**src/rtl/uart_tx_fifo_pkg.sv**
```systemverilog
// Shared UART definitions: byte width and the launch-sequencer state encoding.
// The encodings are shared with uart_tx and a future uart_rx, so keep them fixed.
package uart_tx_fifo_pkg;

  localparam int unsigned UART_BYTE_W = 8;

  typedef enum logic [1:0] {
    S_IDLE      = 2'd0,
    S_LAUNCH    = 2'd1,
    S_WAIT_BUSY = 2'd2,
    S_WAIT_DONE = 2'd3
  } seq_state_e;

endpackage

```
**src/rtl/uart_byte_fifo.sv**
```systemverilog
// Synchronous single-clock byte FIFO with a level counter.
// Ports:
//   clock_i, reset_i    clock and synchronous active-high reset (flushes the queue)
//   push_i, wdata_i     push request and byte; accepted when not full or popping
//   pop_i               pop request; ignored when empty
//   head_o              oldest queued byte, valid whenever empty_o is low
//   level_o             entries queued; full_o / empty_o derive from it
module uart_byte_fifo
  import uart_tx_fifo_pkg::*;
#(
  parameter int unsigned DEPTH  = 16,
  parameter int unsigned ADDR_W = 4
) (
  input  logic                   clock_i,
  input  logic                   reset_i,
  input  logic                   push_i,
  input  logic [UART_BYTE_W-1:0] wdata_i,
  input  logic                   pop_i,
  output logic [UART_BYTE_W-1:0] head_o,
  output logic [ADDR_W:0]        level_o,
  output logic                   full_o,
  output logic                   empty_o
);

  localparam int unsigned LevelW = ADDR_W + 1;

  logic [UART_BYTE_W-1:0] mem_q [DEPTH];
  logic [ADDR_W-1:0]      wr_ptr_q, wr_ptr_d;
  logic [ADDR_W-1:0]      rd_ptr_q, rd_ptr_d;
  logic [ADDR_W:0]        count_q, count_d;
  logic                   push_ok, pop_ok;

  assign full_o  = (count_q == LevelW'(DEPTH));
  assign empty_o = (count_q == '0);
  assign level_o = count_q;
  // Storage is flops, so the head is a registered value selected by rd_ptr.
  assign head_o  = mem_q[rd_ptr_q];

  // A push into a full FIFO is still taken when a slot frees up in the same cycle.
  assign pop_ok  = pop_i && !empty_o;
  assign push_ok = push_i && (!full_o || pop_ok);

  always_comb begin
    wr_ptr_d = wr_ptr_q;
    rd_ptr_d = rd_ptr_q;
    count_d  = count_q;
    if (push_ok) wr_ptr_d = wr_ptr_q + ADDR_W'(1);
    if (pop_ok)  rd_ptr_d = rd_ptr_q + ADDR_W'(1);
    unique case ({push_ok, pop_ok})
      2'b10:   count_d = count_q + LevelW'(1);
      2'b01:   count_d = count_q - LevelW'(1);
      default: count_d = count_q;
    endcase
  end

  always_ff @(posedge clock_i) begin
    if (reset_i) begin
      wr_ptr_q <= '0;
      rd_ptr_q <= '0;
      count_q  <= '0;
    end else begin
      wr_ptr_q <= wr_ptr_d;
      rd_ptr_q <= rd_ptr_d;
      count_q  <= count_d;
    end
  end

  // Contents need no reset: the pointers and count define what is valid.
  always_ff @(posedge clock_i) begin
    if (push_ok) mem_q[wr_ptr_q] <= wdata_i;
  end

endmodule

```
**src/rtl/uart_tx_fifo.sv**
```systemverilog
// Byte buffer and launch sequencer in front of uart_tx. Queues bytes and issues one
// tx_start pulse per byte, paced by the serializer's busy flag.
// Ports:
//   clock, reset        clock and synchronous active-high reset
//   wr_en, wr_data      push a byte
//   full, empty, level  queue status (level excludes a byte already launched)
//   overflow            sticky: a push was dropped while full; cleared only by reset
//   tx_start, tx_data   launch pulse and byte to uart_tx; tx_data holds until next launch
//   tx_busy             busy flag from uart_tx
module uart_tx_fifo
  import uart_tx_fifo_pkg::*;
#(
  parameter int unsigned DEPTH  = 16,
  parameter int unsigned ADDR_W = 4
) (
  input  logic                   clock,
  input  logic                   reset,
  input  logic                   wr_en,
  input  logic [UART_BYTE_W-1:0] wr_data,
  output logic                   full,
  output logic                   empty,
  output logic [ADDR_W:0]        level,
  output logic                   overflow,
  output logic                   tx_start,
  output logic [UART_BYTE_W-1:0] tx_data,
  input  logic                   tx_busy
);

  seq_state_e             state_q, state_d;
  logic                   tx_start_q, tx_start_d;
  logic [UART_BYTE_W-1:0] tx_data_q, tx_data_d;
  logic                   overflow_q, overflow_d;
  logic [UART_BYTE_W-1:0] head;
  logic                   fifo_pop;

  uart_byte_fifo #(
    .DEPTH  (DEPTH),
    .ADDR_W (ADDR_W)
  ) u_fifo (
    .clock_i (clock),
    .reset_i (reset),
    .push_i  (wr_en),
    .wdata_i (wr_data),
    .pop_i   (fifo_pop),
    .head_o  (head),
    .level_o (level),
    .full_o  (full),
    .empty_o (empty)
  );

  // Launch only from idle with the serializer free, so tx_start never meets busy.
  assign fifo_pop = (state_q == S_IDLE) && !empty && !tx_busy;

  always_comb begin
    state_d    = state_q;
    tx_start_d = 1'b0;
    tx_data_d  = tx_data_q;
    overflow_d = overflow_q || (wr_en && full && !fifo_pop);
    case (state_q)
      S_IDLE: begin
        if (fifo_pop) begin
          tx_data_d  = head;
          tx_start_d = 1'b1;
          state_d    = S_LAUNCH;
        end
      end
      S_LAUNCH:    state_d = S_WAIT_BUSY;
      // uart_tx raises busy the cycle after it samples start.
      S_WAIT_BUSY: if (tx_busy)  state_d = S_WAIT_DONE;
      // Also absorbs uart_tx's cleanup cycle.
      S_WAIT_DONE: if (!tx_busy) state_d = S_IDLE;
      default:     state_d = S_IDLE;
    endcase
  end

  always_ff @(posedge clock) begin
    if (reset) begin
      state_q    <= S_IDLE;
      tx_start_q <= 1'b0;
      tx_data_q  <= '0;
      overflow_q <= 1'b0;
    end else begin
      state_q    <= state_d;
      tx_start_q <= tx_start_d;
      tx_data_q  <= tx_data_d;
      overflow_q <= overflow_d;
    end
  end

  assign tx_start = tx_start_q;
  assign tx_data  = tx_data_q;
  assign overflow = overflow_q;

endmodule

```
**config.mk**
```make
export PLATFORM = sky130hd
export DESIGN_NAME = uart_tx_fifo
export DESIGN_NICKNAME = d
export VERILOG_FILES = /design/src/rtl/uart_tx_fifo_pkg.sv /design/src/rtl/uart_byte_fifo.sv /design/src/rtl/uart_tx_fifo.sv
export SDC_FILE = /design/constraint.sdc
export NUM_CORES = 1
export LEC_CHECK = 0
export BUFFER_PORTS_ARGS = -buffer_cell sky130_fd_sc_hd__clkbuf_2
export CAP_MARGIN = 20
export CORE_MARGIN = 2
export CORE_UTILIZATION = 61
export DETAILED_ROUTE_END_ITERATION = 8
export HOLD_SLACK_MARGIN = 0.12
export PLACE_DENSITY = 0.75
export REMOVE_ABC_BUFFERS = 1
export SLEW_MARGIN = 5
export SYNTH_ARGS = -nofsm -noshare
export SYNTH_HDL_FRONTEND = slang
export SYNTH_SLANG_ARGS = --single-unit
```
**constraint.sdc**
```tcl
create_clock -name clock -period 4.1 [get_ports clock]
set_clock_uncertainty 0.2 [all_clocks]
set_input_delay 0.41 -clock clock [delete_from_list [all_inputs] [get_ports clock]]
set_output_delay 0.41 -clock clock [all_outputs]
set_load 0.01 [all_outputs]
```
# After elaboration in Yosys (flattened, before gate mapping)
# Memory sizes are Yosys's and may differ from the RTL's. A register that Yosys moved wholly into a read port is not among the register bits.
# Index checks and enable logic that the tools add are counted.
[word_totals]
reg_bits = 17
ramBits = 128
output_inout_bits = 17
n_memories = 1
[classes]
addsub = 4
n_eq_ne = 9
mux = 8
bitwise_logic = 1
reduce_logical = 18
[mem_list]
columns = ["name", "words", "width", "rd", "rd_ports_with_merged_regs", "wr", "line_no", "source"]
rows = [
  ["u_fifo.mem_q", 16, 8, 1, 1, 1, "uart_byte_fifo.sv:27", "logic [UART_BYTE_W-1:0] mem_q [DEPTH];"],
]
[op_table]
columns = ["op", "count"]
rows = [
  ["$pmux 5 s2", 1],
  ["$add 4x1->4 const B", 2],
  ["$pmux 2 s4", 1],
  ["$eq 2x2->1 const B", 3],
  ["$logic_and 1x1->1", 6],
  ["$mux 2", 3],
  ["$ne 2x2->1 const B", 3],
  ["$add 5x1->5 const B", 1],
  ["$eq 5x5->1 const B", 1],
  ["$logic_not 5->1", 1],
  ["$sub 5x1->5 const B", 1],
  ["$eq 2x1->1 const B", 2],
  ["$logic_not 1->1", 4],
  ["$mux 1", 3],
  ["$reduce_and 3->1", 1],
  ["$logic_not 2->1", 1],
  ["$logic_or 1x1->1", 2],
  ["$reduce_and 2->1", 1],
  ["$reduce_bool 2->1", 1],
  ["$reduce_or 2->1", 1],
  ["$not 1->1", 1],
]

# Longest topological paths before layout
# Gate-level depths: netlist (run 1).
[logic_depth]
ltp_word = 9
depth_mapped = 12

# Modules after synthesis
# Synthesis (run 1) repeated with hierarchy kept, for this count alone.
[unflattened]
hier_cells = 374
hier_area_um2 = 6392.4
[modules_own_cells]
columns = ["mod", "instances", "cells_per_inst", "area_per_inst_um2", "seq_area_each_um2"]
rows = [
  ["uart_byte_fifo", 1, 326, 5869.4, 4184.0],
  ["uart_tx_fifo", 1, 48, 523.0, 240.2],
]

# Worst setup path after synthesis (run 1)
# No wires, ideal clock.
[synth_path]
path_type = "flip-flop to flip-flop"
startpoint = "register state_q[0]"
endpoint = "register u_fifo.count_q[4] (netlist: u_fifo.level_o[4])"
setup_ns = 0.121
t_arrival_ns = 2.903
t_required_ns = 3.779
setup_slack_ns = 0.877
stages_incl_launch_ff = 13
cell_sequence = "dfxtp_1 > inv_1 > ha_1 > nand2b_1 > a31oi_1 > inv_1 > ha_1 > xor2_1 > ha_1 > a211o_1 > a211o_1 > a21oi_1 > mux2_2"
[synth_between]
elab_chain_cells = 8
elab_cells_between_ends = 10
[synth_lines]
columns = ["item", "line_no", "source"]
rows = [
  ["start, declared", "uart_tx_fifo.sv:29", "seq_state_e state_q, state_d;"],
  ["start signal, assigned", "uart_tx_fifo.sv:83", "state_q <= state_d;"],
  ["$logic_not 2->1 (*)", "uart_tx_fifo.sv:52", "assign fifo_pop = (state_q == S_IDLE) && !empty && !tx_busy;"],
  ["$logic_and 1x1->1 (*) (2 in a row)", "uart_tx_fifo.sv:52", ""],
  ["$logic_and 1x1->1 (*)", "uart_byte_fifo.sv:40", "assign pop_ok = pop_i && !empty_o;"],
  ["$logic_or 1x1->1", "uart_byte_fifo.sv:41", "assign push_ok = push_i && (!full_o || pop_ok);"],
  ["$logic_and 1x1->1", "uart_byte_fifo.sv:41", ""],
  ["$eq 2x1->1 / $eq 2x2->1 (equally long branches)", "uart_byte_fifo.sv:49", "unique case ({push_ok, pop_ok})"],
  ["$pmux 5 s2 / $reduce_bool 2->1 (equally long branches)", "n/a", ""],
  ["end signal, assigned", "uart_byte_fifo.sv:64", "count_q <= count_d;"],
  ["end, declared", "uart_byte_fifo.sv:30", "logic [ADDR_W:0] count_q, count_d;"],
]
# Every way passes the cells marked *; elsewhere a longest branch is shown, timed or not.
# A chain may end at the register's enable or synchronous reset.

# Worst setup path after layout (run 1)
# Ends and elaborated chain as after synthesis.

==> run_results.csv, run 1 <==
group,metric,value,unit
clock_tree,htree_levels,4,
critical_path,cp.required,4.32,ns
die,initial_utilization,61.7,%
global_routing,grt_pass1_wl,19.9,mm
power,p_leak,2.32,nW
layout,fin_nets,478,
timing,worstMarginPinSlew,0.891,ns
clock_tree,cts_setup_buffers,0,
drt,top_layer_used,"met4",
critical_path,reg2reg_slack,0.56,ns
synthesis,yosys_warnings,0,
timing,grt_setup_unrepaired,"false",
global_routing,globalRouteTotalUtil,24.2,%
drt,dr_wl_met2,6.25,mm
synthesis,synth_top_cell_area_share,61.1,%
drt,drc_errors,0,
timing,setup_viol,0,
timing,relSlewSlack,40.4,%
layout,diodes,0,
layout,final_common_cell,"edfxtp_1",
place,port_buffers,28,
place,place.gp.congestion,0.815,
synthesis,yosysUniqueCellTypes,44,
synthesis,synth-seq-cells,153,
synthesis,yosys-top-cells-area,"edfxtp_1 (61%), mux2i_1 (11%), dfxtp_1 (8.0%), o22ai_1 (3.3%), ha_1 (2.6%)",
synthesis,seq_area_frac_synth,69.1,%
power,irDropWorstVdd,0.355,mV
drt,wirelength,12.5,mm
die,fp-row-count,37,
critical_path,worstSetupStartpointType,"flip-flop",
die,core,10200,um2
clock_tree,cts.sink_count,153,
clock_tree,cts_made_buffers,17,
synthesis,synth_area,6290,um2
global_routing,grt_max_degree,32,
power,powerDensity,570,nW/um2
drt,drt_iter0_drc,291,
clock_tree,insertion_delay,0.53,ns
critical_path,crit_fanout,8,
drt,ant_nets,0,
synthesis,synth_top_area_cell,"edfxtp_1",
drt,wl_met1,5.29,mm
drt,num_vias,3610,
die,fp.dieW,106,um
critical_path,critPathKind,"flip-flop to flip-flop",
layout,final_cell_mix,"edfxtp_1 (128), mux2i_1 (67), nor2_1 (36), o22ai_1 (33), clkbuf_2 (28)",
clock_tree,ctsResizeCount,0,
timing,fmax,0.282,GHz
drt,viasPerCell,6.00,
clock_tree,clockBufferDepth,2,
drt,wl_per_cell,20.7,um
synthesis,avgSynthCellArea,15.0,um2
timing,finalHoldViolCount,0,
worst_hold_path,min_path_type,"input pin to flip-flop",
worst_hold_path,hold_depth,1,
outcome,status,"finished, final reports clean",
job,drv_cap,0,
place,hpwl,8.13,mm
die,fp.dieH,106,um
die,io_pins,29,
synthesis,netlist_instances,419,
place,dp_cells,566,
global_routing,overflow,0,
layout,layout-drive-gt1-share,15.5,%
timing,setup-tns-final,0,ns
drt,wl_met3,686,um
critical_path,worst_setup_path_end_kind,"flip-flop",
timing,fin_crit_sh,86.4,%
layout,syn_to_final_growth,14.1,%
die,dieArea,11100,um2
clock_tree,tritoncts,"yes",
drt,dr.pass1.iters,5,
clock_tree,root_buffer,"clkbuf_8",
global_routing,antenna_found_initial,0,
timing,drv_slew,0,
global_routing,grt_pass1_vias,3717,
clock_tree,clk_pin_slew,0.06,ns
layout,instances_no_fill,602,
critical_path,worst_r2r_path_depth,12,
critical_path,worstPathArrival,3.76,ns
timing,min_period,3.54,ns
layout,fill_cells,694,
-- area by class of cell --
cell class	instances	area (um2)	share of cell area [%]
Inverter	8	30.0	0.418
Timing Repair Buffer	39	233	3.24
Tap cell	136	170	2.37
Clock buffer	19	422	5.87
Sequential cell	153	4350	60.6
Clock inverter	13	178	2.48
Multi-Input combinational cell	234	1800	25.0
-- worst paths after layout --
check	start	to
setup / recovery	state_q[0]	u_fifo.level_o[4]
hold / removal	wr_data[3]	u_fifo.mem_q[6][3]
setup reg to reg	state_q[0]	u_fifo.level_o[4]
hold reg to reg	overflow	overflow
-- worst max-delay path, stage by stage, from the launching register on --
cell      delay, ns
dfxtp_1        0.32
inv_1          0.12
ha_1           0.22
nand2b_1       0.17
a31oi_1        0.51
inv_1          0.15
ha_1           0.32
xor2_1         0.18
ha_1           0.23
a211o_1        0.27
a211o_1        0.29
a21oi_1        0.13
mux2_2         0.34
-- flip-flops by register name, summed over array words and instances, names as in the netlist --
| name | cells |
|---|---|
| u_fifo.mem_q | 128 |
| tx_data | 8 |
| u_fifo.level_o | 5 |
| u_fifo.rd_ptr_q | 4 |
| u_fifo.wr_ptr_q | 4 |
| state_q | 2 |
| overflow | 1 |
| tx_start | 1 |
-- metrics by stage --
step	hold WS [ns]	utilization (%)	instance area (um2)	power [W]	setup slack, ns
floorplan	0.270	-	6170	0.00232	0.635
global placement	0.261	64.2	6540	0.00252	0.689
detailed placement	0.258	64.2	6540	0.00256	0.584
CTS	0.124	70.5	7180	0.00411	0.565
global route	0.137	70.5	7180	0.00426	0.361
finish	0.137	70.5	7180	0.00409	0.558
-- kinds of logic (layout without fill, tap and decap cells) --
kind of cell               Yosys count  after routing  share of synthesized area [%]
AOI/OAI and AO/OA                   66             66                           7.50
xor gates and xnor gates             9              9                           1.25
adders and majority gates           13             13                           2.59
buffers and inverters               32             79                           2.33
DFF                                153            153                           69.1
muxes                               68             68                           10.8
and+or+nand+nor                     78             78                           6.41
-- synth_stat cells (all sizes together) --
cell type	number
clkbuf	9
ha	13
nand2	7
a31oi	3
a211o	2
a21o	1
a221o	1
or3	3
xor2	4
or4	1
nor2b	1
xnor2	5
edfxtp	128
o211ai	1
nor3	5
nand3	4
o22ai	33
nand2b	5
a21bo	1
o221ai	1
nor4	9
or3b	4
o311ai	1
a211oi	10
a311oi	2
inv	8
mux2	1
o32a	1
nand3b	3
nor2	36
a22oi	1
buf	15
dfxtp	25
a311o	1
o21ai	1
mux2i	67
a21oi	6
-- timing repair --
item	4_1_cts	5_1_grt
endpoints found under the setup margin	0	0
hold buffers	4	0
endpoints found under the hold margin	35	0
-- power breakdown --
| group | switching (W) | leakage [nW] | internal (W) |
|---|---|---|---|
| clock | 0.000584 | 0.281 | 0.000983 |
| sequential | 0.0000876 | 1.36 | 0.00178 |
| combinational | 0.000391 | 0.682 | 0.000266 |
| total | 0.00106 | 2.32 | 0.00303 |
-- per-layer routing --
metal / vias up / global-route usage [%]
met4: 0 / 10.1
met3: 20 / 5.57
met5: - / 0
met2: 112 / 39.9
met1: 1783 / 31.2
li1: 1695 / -
Power figures use the tool's default switching activity.
==> run 2: changes to the inputs <==
--- a/config.mk
+++ b/config.mk
@@ -7,11 +7,10 @@
 export LEC_CHECK = 0
 export BUFFER_PORTS_ARGS = -buffer_cell sky130_fd_sc_hd__clkbuf_2
 export CAP_MARGIN = 20
-export CORE_MARGIN = 2
-export CORE_UTILIZATION = 61
+export CORE_UTILIZATION = 65
 export DETAILED_ROUTE_END_ITERATION = 8
 export HOLD_SLACK_MARGIN = 0.12
-export PLACE_DENSITY = 0.75
+export PLACE_DENSITY = 0.8
 export REMOVE_ABC_BUFFERS = 1
 export SLEW_MARGIN = 5
 export SYNTH_ARGS = -nofsm -noshare
==> constraint.sdc (replaced) <==
create_clock -name clock -period 4.3 [get_ports clock]
set_clock_uncertainty 0.2 [all_clocks]
set_input_delay 0.43 -clock clock [delete_from_list [all_inputs] [get_ports clock]]
set_output_delay 0.43 -clock clock [all_outputs]
set_load 0.01 [all_outputs]
==> run_results.csv, run 2 (synthesized netlist as in run 1, its figures left out) <==
group,metric,value,unit
drt,drc_errors,0,
global_routing,grt_max_degree,67,
power,p_leak,2.32,nW
critical_path,worstSetupStartpointType,"flip-flop",
drt,wl_met3,705,um
layout,fin_nets,475,
die,fp.dieW,100,um
worst_hold_path,hold_depth,1,
layout,fill_cells,554,
global_routing,overflow,0,
clock_tree,cts_made_buffers,17,
layout,largest_reg_flops,128,
timing,relSlewSlack,45.9,%
die,initial_utilization,67.4,%
clock_tree,postCtsHoldBufs,2,
timing,setup-tns-final,0,ns
timing,finalHoldViolCount,0,
timing,fmax,0.277,GHz
layout,top_register,"u_fifo.mem_q",
layout,multi_input_area,1800,um2
die,dieArea,10100,um2
layout,final_util,76.8,%
clock_tree,root_buffer,"clkbuf_8",
timing,drv_slew,0,
power,irDropWorstVdd,0.342,mV
die,fp-row-count,35,
critical_path,worst_setup_path_end_kind,"flip-flop",
global_routing,grt_pass1_vias,3508,
critical_path,r2r-end,"u_fifo.level_o[4]",
critical_path,worstPathArrival,3.83,ns
layout,regArea,4350,um2
layout,diodes,0,
timing,worstMarginPinSlew,0.809,ns
global_routing,grt_pass1_wl,19.2,mm
drt,top_layer_used,"met4",
clock_tree,htree_levels,4,
place,port_buffers,28,
worst_hold_path,holdPathEnd,"u_fifo.mem_q[7][7]",
clock_tree,cts.sink_count,153,
drt,dr_wl_met2,6.58,mm
die,fp.dieH,100,um
layout,instances_no_fill,592,
drt,viasPerCell,6.16,
drt,wirelength,12.9,mm
die,core,9330,um2
drt,drt_iter0_drc,349,
layout,layout-drive-gt1-share,15.8,%
timing,setup_viol,0,
drt,wl_per_cell,21.7,um
drt,num_vias,3647,
critical_path,cp.required,4.51,ns
clock_tree,cts_setup_buffers,0,
drt,ant_nets,0,
critical_path,reg2reg_slack,0.69,ns
layout,syn_to_final_growth,13.9,%
critical_path,crit_fanout,8,
timing,min_period,3.61,ns
timing,fin_crit_sh,84.0,%
critical_path,worst_r2r_path_depth,12,
clock_tree,tritoncts,"yes",
layout,final_common_cell,"edfxtp_1",
place,dp_cells,556,
place,hpwl,7.96,mm
power,powerDensity,549,nW/um2
critical_path,reg2reg_from,"state_q[0]",
clock_tree,ctsResizeCount,0,
critical_path,critPathKind,"flip-flop to flip-flop",
global_routing,globalRouteTotalUtil,27.2,%
place,place.gp.congestion,0.815,
die,io_pins,29,
job,drv_cap,0,
clock_tree,clockBufferDepth,2,
worst_hold_path,min-delay-start,"wr_data[7]",
timing,grt_setup_unrepaired,"false",
worst_hold_path,min_path_type,"input pin to flip-flop",
outcome,status,"finished, final reports clean",
layout,final_cell_mix,"edfxtp_1 (128), mux2i_1 (67), nor2_1 (36), o22ai_1 (33), clkbuf_2 (29)",
drt,dr.pass1.iters,5,
clock_tree,insertion_delay,0.53,ns
drt,wl_met1,5.35,mm
global_routing,antenna_found_initial,0,
clock_tree,clk_pin_slew,0.07,ns
## run 2: changes by cell type in the layout (fill, tap and decap cells not counted)
| cell | previous run | this run |
|---|---|---|
| inv_8 | 0 | 2 |
| buf_4 | 7 | 4 |
| clkinv_4 | 1 | 0 |
| inv_6 | 0 | 5 |
| buf_16 | 0 | 1 |
| clkbuf_2 | 28 | 29 |
| clkbuf_1 | 2 | 0 |
| bufinv_16 | 4 | 3 |
| dlygate4sd3_1 | 4 | 2 |
| clkinv_2 | 3 | 0 |
## run 2: metrics by stage
step	hold slack (ns)	worst slack [ns]	power, W	cell area, um2
floorplan	0.270	0.835	0.00221	6170
global placement	0.255	0.881	0.00241	6510
detailed placement	0.274	0.715	0.00244	6510
CTS	0.152	0.712	0.00394	7130
global route	0.163	0.506	0.00407	7160
finish	0.171	0.689	0.00393	7160
## run 2: worst max path at each step
stage	from	end	slack [ns]	cells past startpoint
5_1_grt	state_q[0]	u_fifo.level_o[4]	0.51	12
3_5_place_dp	state_q[0]	u_fifo.level_o[4]	0.72	12
6_report	state_q[0]	u_fifo.level_o[4]	0.69	12
2_1_floorplan	u_fifo.rd_ptr_q[2]	tx_data[0]	0.84	4
4_1_cts	state_q[0]	u_fifo.level_o[4]	0.71	12
3_3_place_gp	tx_busy	u_fifo.level_o[4]	0.88	11
## run 2: critical path: stages, from the launching register on
cell      delay [ns]
dfxtp_1         0.31
inv_1           0.11
ha_1            0.22
nand2b_1        0.16
a31oi_1         0.54
inv_1           0.14
ha_1            0.32
xor2_1          0.19
ha_1            0.23
a211o_1         0.27
a211o_1         0.28
a21oi_1         0.17
mux2_2          0.35
## run 2: power breakdown
group / internal [W] / switching, W
combinational: 0.000254 / 0.000385
sequential: 0.00170 / 0.0000916
clock: 0.000898 / 0.000607
## run 2: layer usage
layer / vias up / global-route usage [%]
met3: 19 / 6.13
met4: 0 / 10.8
met1: 1829 / 34.6
met5: - / 0
met2: 105 / 45.7
li1: 1694 / -
## run 2: area by class of cell
| type | instances | share of cell area (%) |
|---|---|---|
| tap | 129 | 2.25 |
| sequential | 153 | 60.7 |
| clock buffer | 17 | 5.78 |
| timing repair buffer | 36 | 3.11 |
| multi-input combinational | 234 | 25.1 |
| inverter | 8 | 0.419 |
| clock inverter | 15 | 2.65 |
